$ cat src/rtl/io_bus_pkg.sv
// Shared IO bus constants and request bundle.
// Used by io_bus_arbiter and its read tracker.
package io_bus_pkg;
  localparam int ADDR_W     = 32;
  localparam int DATA_W     = 16;
  localparam int CTRL_W     = 2;
  localparam int CTRL_WRITE = 1;
  localparam int CTRL_BYTE  = 0;

  typedef struct packed {
    logic [ADDR_W-1:0] addr;
    logic [DATA_W-1:0] wdata;
    logic [CTRL_W-1:0] ctrl;
  } io_req_t;

  function automatic logic is_read(
    input logic [CTRL_W-1:0] c
  );
    return ~c[CTRL_WRITE];
  endfunction
endpackage

$ cat src/rtl/io_read_tracker.sv
// Outstanding-read pipeline of {valid, requester id},
// READ_LATENCY+1 deep so reads return in issue order.
module io_read_tracker #(
  parameter int READ_LATENCY = 2
) (
  input  logic clk_i,
  input  logic rst_ni,
  input  logic push_i,
  input  logic id_i,
  output logic rvalid0_o,
  output logic rvalid1_o
);
  logic [READ_LATENCY:0] vld_q, vld_d;
  logic [READ_LATENCY:0] id_q, id_d;

  always_comb begin
    vld_d = {vld_q[READ_LATENCY-1:0], push_i};
    id_d  = {id_q[READ_LATENCY-1:0], id_i};
  end

  always_ff @(posedge clk_i) begin
    if (!rst_ni) begin
      vld_q <= '0;
      id_q  <= '0;
    end else begin
      vld_q <= vld_d;
      id_q  <= id_d;
    end
  end

  assign rvalid0_o = vld_q[READ_LATENCY] & ~id_q[READ_LATENCY];
  assign rvalid1_o = vld_q[READ_LATENCY] &  id_q[READ_LATENCY];
endmodule

$ cat src/rtl/io_bus_arbiter.sv
// Two-requester round-robin IO bus arbiter with registered bus drive.
// Optional bus locking is enabled by defining IO_ARB_LOCK_EN.
module io_bus_arbiter
  import io_bus_pkg::*;
#(
  parameter int READ_LATENCY = 2,
  parameter int LOCK_MAX     = 16
) (
  input  logic        main_clk,
  input  logic        main_rst_n,
  input  logic        req0,
  input  logic        req1,
  input  logic [31:0] addr0,
  input  logic [31:0] addr1,
  input  logic [15:0] wdata0,
  input  logic [15:0] wdata1,
  input  logic [1:0]  ctrl0,
  input  logic [1:0]  ctrl1,
  input  logic        lock0,
  input  logic        lock1,
  output logic        gnt0,
  output logic        gnt1,
  output logic        rvalid0,
  output logic        rvalid1,
  output logic [15:0] rdata,
  output logic [31:0] address_io,
  output logic [15:0] data_in_io,
  output logic [1:0]  control_io,
  input  logic [15:0] data_out_io,
  output logic        lock_abort
);
  io_req_t r0, r1, bus_q, bus_d;
  logic    ptr_q, ptr_d;
  logic    sel, any, push;

  assign r0 = {addr0, wdata0, ctrl0};
  assign r1 = {addr1, wdata1, ctrl1};

`ifdef IO_ARB_LOCK_EN
  localparam int CW = $clog2(LOCK_MAX + 1);
  logic          lk_q, lk_d, own_q, own_d;
  logic          abort_q, abort_d, expire, lk_sel;
  logic [CW-1:0] cnt_q, cnt_d;

  assign expire = lk_q & (cnt_q >= CW'(LOCK_MAX - 1));
  assign lk_sel = sel ? lock1 : lock0;
`else
  localparam int unused_lock_max = LOCK_MAX;
  logic unused_lock;
  assign unused_lock = lock0 ^ lock1;
`endif

  always_comb begin
    sel = ptr_q ? req1 : ~req0;
`ifdef IO_ARB_LOCK_EN
    if (lk_q) sel = own_q;
`endif
    any   = main_rst_n & (sel ? req1 : req0);
    bus_d = any ? (sel ? r1 : r0) : '0;
    ptr_d = any ? ~sel : ptr_q;
    push  = any & is_read(sel ? ctrl1 : ctrl0);
`ifdef IO_ARB_LOCK_EN
    lk_d    = lk_q;
    own_d   = own_q;
    cnt_d   = cnt_q;
    abort_d = abort_q;
    if (lk_q) begin
      cnt_d = cnt_q + CW'(1);
      if (any && !lk_sel) lk_d = 1'b0;
      // timeout wins over an owner re-lock in the same cycle
      if (expire) begin
        lk_d    = 1'b0;
        abort_d = 1'b1;
        ptr_d   = ~own_q;
      end
    end else if (any && lk_sel) begin
      lk_d  = 1'b1;
      own_d = sel;
      cnt_d = CW'(1);
    end
`endif
  end

  assign gnt0 = any & ~sel;
  assign gnt1 = any &  sel;

  always_ff @(posedge main_clk) begin
    if (!main_rst_n) begin
      ptr_q <= 1'b0;
      bus_q <= '0;
    end else begin
      ptr_q <= ptr_d;
      bus_q <= bus_d;
    end
  end

`ifdef IO_ARB_LOCK_EN
  always_ff @(posedge main_clk) begin
    if (!main_rst_n) begin
      lk_q    <= 1'b0;
      own_q   <= 1'b0;
      cnt_q   <= '0;
      abort_q <= 1'b0;
    end else begin
      lk_q    <= lk_d;
      own_q   <= own_d;
      cnt_q   <= cnt_d;
      abort_q <= abort_d;
    end
  end
  assign lock_abort = abort_q;
`else
  assign lock_abort = 1'b0;
`endif

  assign address_io = bus_q.addr;
  assign data_in_io = bus_q.wdata;
  assign control_io = bus_q.ctrl;

  io_read_tracker #(
    .READ_LATENCY(READ_LATENCY)
  ) u_trk (
    .clk_i    (main_clk),
    .rst_ni   (main_rst_n),
    .push_i   (push),
    .id_i     (sel),
    .rvalid0_o(rvalid0),
    .rvalid1_o(rvalid1)
  );

  assign rdata = (rvalid0 | rvalid1) ? data_out_io : '0;
endmodule
$ cat config.mk
export PLATFORM = sky130hd
export DESIGN_NAME = io_bus_arbiter
export DESIGN_NICKNAME = d
export VERILOG_FILES = /design/src/rtl/io_bus_pkg.sv /design/src/rtl/io_read_tracker.sv /design/src/rtl/io_bus_arbiter.sv
export SDC_FILE = /design/constraint.sdc
export NUM_CORES = 1
export LEC_CHECK = 0
export CORE_UTILIZATION = 32
export CTS_BUF_LIST = sky130_fd_sc_hd__clkbuf_2 sky130_fd_sc_hd__clkbuf_4 sky130_fd_sc_hd__clkbuf_8
export DETAILED_ROUTE_END_ITERATION = 8
export PLACE_DENSITY = 0.78
export SKIP_LAST_GASP = 1
export SLEW_MARGIN = 20
export SYNTH_ARGS = -nofsm -noshare
export SYNTH_HDL_FRONTEND = slang
export SYNTH_SLANG_ARGS = --single-unit
$ cat constraint.sdc
create_clock -name main_clk -period 1 [get_ports main_clk]
set_clock_uncertainty 0.05 [all_clocks]
set_input_delay 0.25 -clock main_clk [delete_from_list [all_inputs] [get_ports main_clk]]
set_output_delay 0.25 -clock main_clk [all_outputs]
set_load 0.05 [all_outputs]
Yosys cells after proc, flatten, opt, wreduce, memory -nomap -nowiden
Index checks and enable logic that the tools add are counted.

Bitwise gates (word level): 11. Reduce and logical (&&, ||, !) cells: 1. Multiplexer cells: 5.

Operator list (number): $mux 50 (1); $mux 16 (1); $and 1x1->1 (6); $not 1->1 (4); $mux 1 (2); $mux 2 (1); $reduce_and 2->1 (1); $or 1x1->1 (1).

Register bits after elaboration: 57. Output and inout bits: 71. Input port bits: 122.

Logic depth before layout (Yosys ltp)
Gate-level depths: netlist (run 1).

Word-level depth: 5. Mapped depth: 5. Mapped depth without buffers: 3.

Cells and area by module
Synthesis (run 1) repeated with hierarchy kept, for this count alone.

Cells, all modules: 275. Area total of the unflattened synthesis: 2765.2 sq um.

By module, submodules not included: io_bus_arbiter (cells an instance 261, area each 2595.0 sq um, instances 1, seq. area each 1021.0 sq um); io_read_tracker (cells an instance 14, area each 170.2 sq um, instances 1, seq. area each 120.1 sq um).

Least setup slack after synthesis (run 1)
OpenSTA, ideal clock, no wires.

Kind: register -> output. From: register ptr_q. To: output gnt1. Stages on the path, launching flop included: 5. Path slack: -635 ps. Path buffers: 1. Data arrival time: 1335 ps. Data required time: 700 ps. Cell sequence: dfxtp_1 nand2b_4 nand2_4 buf_6 nor2_1.

Word-level cells in the longest chain between the ends: 4.

Ends and longest elaborated chain: from (decl) (RTL line io_bus_arbiter.sv:33) `logic ptr_q, ptr_d;`; from (signal assigned) (RTL line io_bus_arbiter.sv:92) `ptr_q <= ptr_d;`; $mux 1 (*) (RTL line io_bus_arbiter.sv:54) `sel = ptr_q ? req1 : ~req0;`; $mux 1 (RTL line io_bus_arbiter.sv:58) `any = main_rst_n & (sel ? req1 : req0);`; $and 1x1->1 (RTL line io_bus_arbiter.sv:58); $and 1x1->1 (*) (RTL line io_bus_arbiter.sv:85) `assign gnt1 = any & sel;`; to (decl) (RTL line io_bus_arbiter.sv:22) `output logic gnt1,`.

Every way passes the cells marked *; elsewhere a longest branch is shown, timed or not.

Final worst setup path (run 1)
Same ends and word-level chain as after synthesis.

==> impl_metrics.ini, run 1 <==
[worst_setup_path]
regToRegSetupSlack_ns = -0.31
required_ns = 0.70
crit_buf_inv = 1
cpMaxStageDelayCell = dfxtp_2
cp_max_fo = 3
path_delay_family = flip-flops
reg2reg_from = ptr_q$_SDFFE_PN0P_
path_depth = 4
critPathCaptureType = output port
critPathCapture = gnt1
path_class = reg2out
slowest_delay_ns = 0.35
startpoint_type = flip-flop
arrival_ns = 1.14
crit_chain = nand2b_4, nand2_8, nor2_4, buf_12
timing.rr.end = address_io[26]$_SDFF_PN0_
r2r_cells = 6
crit_start = ptr_q$_SDFFE_PN0P_

[power_and_ir_drop]
power_density_nw_per_um2 = 1290
ir_drop_mv = 0.875
finalPower_w = 0.00752
p_leak_nw = 2.34

[detailed_routing]
wl_per_cell_um = 15.8
wl_met3_um = 806
dr.pass1.iters = 4
route.met2.wl_um = 4910
viasPerCell = 4.62
num_vias = 2628
drt-met1-wl_um = 3130
top_layer = met4
final_antenna_net_count = 0
drt-total-wl_um = 8990
drt_iter0_drc = 51
drc = 0

[sta]
maxSlewViolCount = 0
timing.final.ws_setup_ns = -0.436
grt_setup_unrepaired = true
finalCritPeriodShare_pct = 144
setup_viol = 123
fmax_ghz = 0.696
layout_min_cycle_time_ns = 1.44
holdWs_ns = 0.319
hold_viol_final = 0

[die]
core_sq_um = 7730
die_w_um = 91.6
fp.dieH_um = 91.6
num_rows = 32
initial_core_util_pct = 33.2
num_io_pins = 193
dieArea_sq_um = 8380

[min_path]
hold_class = in2reg
whs_path_depth = 4

[logic_synthesis]
synth_area_sq_um = 2570
synthesis.instances = 266
syn_avg_cell_area_sq_um = 9.65
synth_edf_count = 0
synth_cell_types = 20
ys_ff_latch = 57
ys_warn_count = 0
synthArstFlopShare_pct = 0
synth_top_cell_area_share_pct = 44.5
ys_seq_area_share_pct = 44.5
synth_flop_cell = dfxtp_1
synth_top_area_cell = dfxtp_1
yosys-top-cells-area = dfxtp_1, o22ai_2, nand2_1
synth_nets = 388

[global_route]
grt_pass1_vias = 2735
grt_usage_pct = 20.4
grt_max_degree = 61
grt-ovfl-total = 0
grt_pass1_wl_um = 13300
grt_antenna_before_repair = 0

[clocking]
cts_max_path_buffers = 2
cts_tree = built
cts.reportedPaths.clkPinSlew_ns = 0.07
cts.sinks = 57
clock_latency_ns = 0.33
cts_root_buf = clkbuf_8
htree_num_levels = 3
cts_buffers = 9

[place]
dp_hpwl_um = 6330
place_inst = 542
port_buffers = 189
finalWeightedCongestion = 0.741

[cells_and_area]
antenna_cells = 0
nNetsFinal = 584
fin_cells = 569
final_common_cell = clkdlybuf4s50_1
syn_to_final_growth_pct = 128
drive_gt1_share_pct = 50.1
final_cell_mix = clkdlybuf4s50_1, nand2_1, buf_12

[status]
violations = setup timing
status = complete, but fails checks

[job]
cap_violations = 0
timing repair:
item,4_1_cts,5_1_grt
pin swaps,3,8
gates resized for setup,56,8
hold buffers,0,0
setup endpoints to repair,122,121
endpoints found under the hold margin,0,0
cloned,2,5
buffers inserted,2,2
synthesized netlist by cell type (all sizes together) (2+ instances only):
library cell / number
nand2: 103
dfxtp: 57
o22ai: 50
buf: 23
and2: 21
nand2b: 2
nor2: 2
sequential cells by signal (all words and copies together), names as in the netlist:
signal and count:
ptr_q 1, u_trk.vld_q 3, data_in_io 16, control_io 2, address_io 32, u_trk.id_q 3
routing by layer:
metal | vias to the layer above | global-route usage [%]
li1 | 1278 | -
met1 | 1202 | 19.6
met2 | 136 | 38.6
met3 | 12 | 7.45
met4 | 0 | 8.86
met5 | - | 0
power breakdown:
group	leakage, nW	internal, W	total, W	switching [W]
Combinational	1.73	0.00136	0.00245	0.00110
Clock	0.115	0.00153	0.00249	0.000957
Sequential	0.489	0.00245	0.00257	0.000121
Total	2.34	0.00534	0.00752	0.00218
per-stage QoR:
| step | setup slack [ns] | setup TNS, ns | utilization [%] | cell area, sq um |
|---|---|---|---|---|
| final | -0.436 | -27.36 | 75.6 | 5840 |
| after global routing | -0.472 | -31.47 | 75.6 | 5840 |
| after CTS | -0.477 | -25.56 | 73.3 | 5670 |
| after detailed placement | -0.561 | -34.29 | 68.4 | 5290 |
| after global placement | -0.538 | -33.21 | 68.4 | 5290 |
| after floorplan | -0.246 | -0.732 | - | 2640 |
layout make-up:
| type | instances | area (sq um) |
|---|---|---|
| clock buffer | 11 | 151 |
| fill | 528 | 1890 |
| tap | 102 | 128 |
| multi-input combinational | 184 | 1320 |
| timing repair buffer | 209 | 2960 |
| inverter | 1 | 3.75 |
| sequential | 57 | 1210 |
| clock inverter | 5 | 77.6 |
worst min path at each step:
stage                                         start                         to
after floorplan                            ctrl0[1]  u_trk.vld_q[0]$_SDFF_PN0_
after global placement    u_trk.vld_q[1]$_SDFF_PN0_  u_trk.vld_q[2]$_SDFF_PN0_
after detailed placement  u_trk.vld_q[1]$_SDFF_PN0_  u_trk.vld_q[2]$_SDFF_PN0_
after CTS                                main_rst_n         ptr_q$_SDFFE_PN0P_
after global routing                     main_rst_n         ptr_q$_SDFFE_PN0P_
final                                    main_rst_n         ptr_q$_SDFFE_PN0P_
cell families after synthesis:
| kind of cell | Yosys count | share of synthesized area (%) |
|---|---|---|
| DFF | 57 | 44.5 |
| and+or+nand+nor | 131 | 22.6 |
| buffers and inverters | 25 | 8.04 |
| other | 1 | 0.146 |
| AOI/OAI and AO/OA | 52 | 24.7 |
worst register-to-register path, cell delays in order, from the launching register on:
cell and delay [ns]:
dfxtp_2 0.35, nand2b_4 0.16, nand2_8 0.05, buf_4 0.16, clkbuf_16 0.17, buf_12 0.15
o22ai_4 0.16
Power figures use the tool's default switching activity.
==> run 2: changes to the inputs <==
--- a/config.mk
+++ b/config.mk
@@ -7,6 +7,7 @@
 export LEC_CHECK = 0
 export CORE_UTILIZATION = 32
 export CTS_BUF_LIST = sky130_fd_sc_hd__clkbuf_2 sky130_fd_sc_hd__clkbuf_4 sky130_fd_sc_hd__clkbuf_8
+export CTS_CLUSTER_SIZE = 16
 export DETAILED_ROUTE_END_ITERATION = 8
 export PLACE_DENSITY = 0.78
 export SKIP_LAST_GASP = 1
==> results of run 2 <==
Final layout, timing and power as in run 1 (identical DEF).
==> edit (settings of run 1) <==
`READ_LATENCY` is set to 2 in 2 places; all go to 1.
--- a/src/rtl/io_read_tracker.sv
+++ b/src/rtl/io_read_tracker.sv
@@ -3,3 +3,3 @@
 module io_read_tracker #(
-  parameter int READ_LATENCY = 2
+  parameter int READ_LATENCY = 1
 ) (
--- a/src/rtl/io_bus_arbiter.sv
+++ b/src/rtl/io_bus_arbiter.sv
@@ -5,3 +5,3 @@
 #(
-  parameter int READ_LATENCY = 2,
+  parameter int READ_LATENCY = 1,
   parameter int LOCK_MAX     = 16
Formal check against the unedited RTL: not equivalent (a bounded check fails within 4 cycles, from zero or initial values and one cycle with main_rst_n low).
==> edit against run 1 <==
The flow still finishes with violations (negative setup slack); first-iteration DRC count up 57%; power decreased by 6.0%; setup slack worse by 0.011 ns; routed wire length up 22%; largest power group is now combinational cells; area after synthesis fell by 11%; final area grew 1.9%; critical path depth down 2; sequential cell count decreased by 2; die area down 11%; combinational power rose by 12%.
==> edit: results (changes against run 1) <==
{
  "timing": {
    "finalSetupViolCount": {"value": 121, "change": "-1.6%"},
    "final_critical_path_setup_slack": {"value": -0.4478, "unit": "ns", "change": "-0.01138 ns"},
    "final.min_clock_period": {"value": 1.448, "unit": "ns", "change": "+0.01138 ns"}
  },
  "power_and_ir_drop": {
    "p_leak": {"value": 2.355, "unit": "nW", "change": "+0.81%"},
    "ir_drop": {"value": 1092, "unit": "uV", "change": "+25%"},
    "net-switching-power": {"value": 2.181, "unit": "mW", "change": "+0.20%"}
  },
  "global_routing": {
    "grt_util_all_layers": {"value": 26.94, "unit": "%", "change": "+6.5 points"},
    "grt_pass1_wl": {"value": 15060, "unit": "um", "change": "+13%"},
    "pin_count_of_the_biggest_net_entering_global_routing": {"value": 44, "change": "-28%"},
    "grt_pass1_vias": {"value": 2881, "change": "+5.3%"}
  },
  "run_status": {
    "violations_in_the_final_reports": "negative setup slack",
    "status": "finished with violations"
  },
  "final_layout": {
    "fin_nets": {"value": 591, "change": "+1.2%"},
    "fillCellCount": {"value": 329, "change": "-38%"}
  },
  "routing": {
    "drt_first_iter_violations": {"value": 80, "change": "+57%"},
    "routed_wl": {"value": 10930, "unit": "um", "change": "+22%"},
    "viasPerCell": {"value": 4.820, "change": "+4.4%"}
  },
  "clock_tree": {
    "cts.reportedPaths.clkPinSlew": {"value": 0.11, "unit": "ns", "change": "+0.04 ns"},
    "clkLatencyLatePin": {"value": 0.30, "unit": "ns", "change": "-0.03 ns"},
    "htreeDepth": {"value": 2, "change": "-1"},
    "cts_inserted_buffers": {"value": 5, "change": "-4"},
    "maximum_root_to_sink_buffer_count": {"value": 2, "change": "unchanged"}
  },
  "logic_synthesis": {
    "synth_area_leaders": "sky130_fd_sc_hd__dfxtp_1, sky130_fd_sc_hd__nand2_1, sky130_fd_sc_hd__o22ai_1, sky130_fd_sc_hd__o22ai_2, sky130_fd_sc_hd__and2_1",
    "yosysSeqAreaShare": {"value": 48.22, "unit": "%", "change": "+3.8 points"},
    "postSynthNetCount": {"value": 384, "change": "-1.0%"},
    "netlist-cell-type-count": {"value": 21, "change": "+5.0%"},
    "synth_common_cells": "sky130_fd_sc_hd__nand2_1, sky130_fd_sc_hd__dfxtp_1, sky130_fd_sc_hd__o22ai_1"
  },
  "placement": {
    "place_hpwl": {"value": 6472, "unit": "um", "change": "+2.2%"},
    "gpl.final_weighted_congestion": {"value": 0.7858, "change": "+6.1%"}
  },
  "critical_path": {
    "cpMaxStageDelayCell": "sky130_fd_sc_hd__dfxtp_4",
    "critical_path.max_fanout": {"value": 18, "change": "+15"},
    "cp_slowest_stage_delay": {"value": 0.47, "unit": "ns", "change": "+0.12 ns"}
  },
  "run": {
    "cap_violations": {"value": 0, "change": "unchanged"}
  }
}
## edit: final timing paths
kind / startpoint / end / slack (ns) / cells past startpoint
worst max register to register: ptr_q / data_in_io[4] / -0.33 / 6
worst min register to register: u_trk.vld_q[0] / u_trk.vld_q[1] / 0.43 / 1
worst min-delay path: main_rst_n / ptr_q / 0.33 / 3
worst max-delay path: u_trk.vld_q[1] / rvalid0 / -0.45 / 2
## edit: per-layer routing
layer  track usage (%)  wire length (um)  up-vias
met5                 0                 0        -
li1                  -                 -     1283
met2             52.81              5952      141
met3             7.714               796       20
met4             8.333               317        0
met1             27.22              3862     1284
## edit: worst reg2reg max path, delay by kind of cell, from the launching register on
family,cells,cell delay [ns]
buf+inv,3,0.42
flops,1,0.37
compound gates,1,0.21
simple gates,2,0.20
## edit: logic make-up after synthesis
kind of cell           share of synthesized area (%)
AOI/OAI and AO/OA                              18.47
DFF                                            48.22
other                                         0.1642
and+or+nand+nor                                24.66
buffers and inverters                          8.493
## edit: area by class of cell
cell class / count / share of cell area [%]
Tap cell: 96 / 2.019
Sequential cell: 55 / 19.64
Timing Repair Buffer: 224 / 52.47
Multi-Input combinational cell: 182 / 23.45
Inverter: 1 / 0.06309
Clock inverter: 3 / 1.199
Clock buffer: 5 / 1.157
## edit: repair_timing
action | in CTS | in global routing
buffers inserted | 8 | 6
pin swaps | 16 | 41
hold endpoints to repair | 0 | 0
gates resized for setup | 95 | 50
gates cloned | 9 | 1
setup endpoints to repair | 122 | 122
## edit: power by group through the flow
| stage | Sequential, mW | Clock, mW | Combinational, mW |
|---|---|---|---|
| after floorplan | 2.92 | 0 | 0.555 |
| after global placement | 2.51 | 0 | 2.26 |
| after detailed placement | 2.52 | 0 | 2.30 |
| after CTS | 2.50 | 1.81 | 2.64 |
| after global routing | 2.52 | 1.92 | 2.85 |
| final | 2.50 | 1.81 | 2.75 |
## edit: metrics by stage
| stage | std cells | area (um2) | setup TNS, ns | setup WS (ns) |
|---|---|---|---|---|
| after floorplan | 262 | 2356 | -0.7114 | -0.2227 |
| after global placement | 544 | 5105 | -29.44 | -0.4781 |
| after detailed placement | 544 | 5105 | -30.86 | -0.5476 |
| after CTS | 569 | 5831 | -24.81 | -0.4116 |
| after global routing | 566 | 5949 | -29.30 | -0.5057 |
| final | 566 | 5949 | -25.39 | -0.4478 |
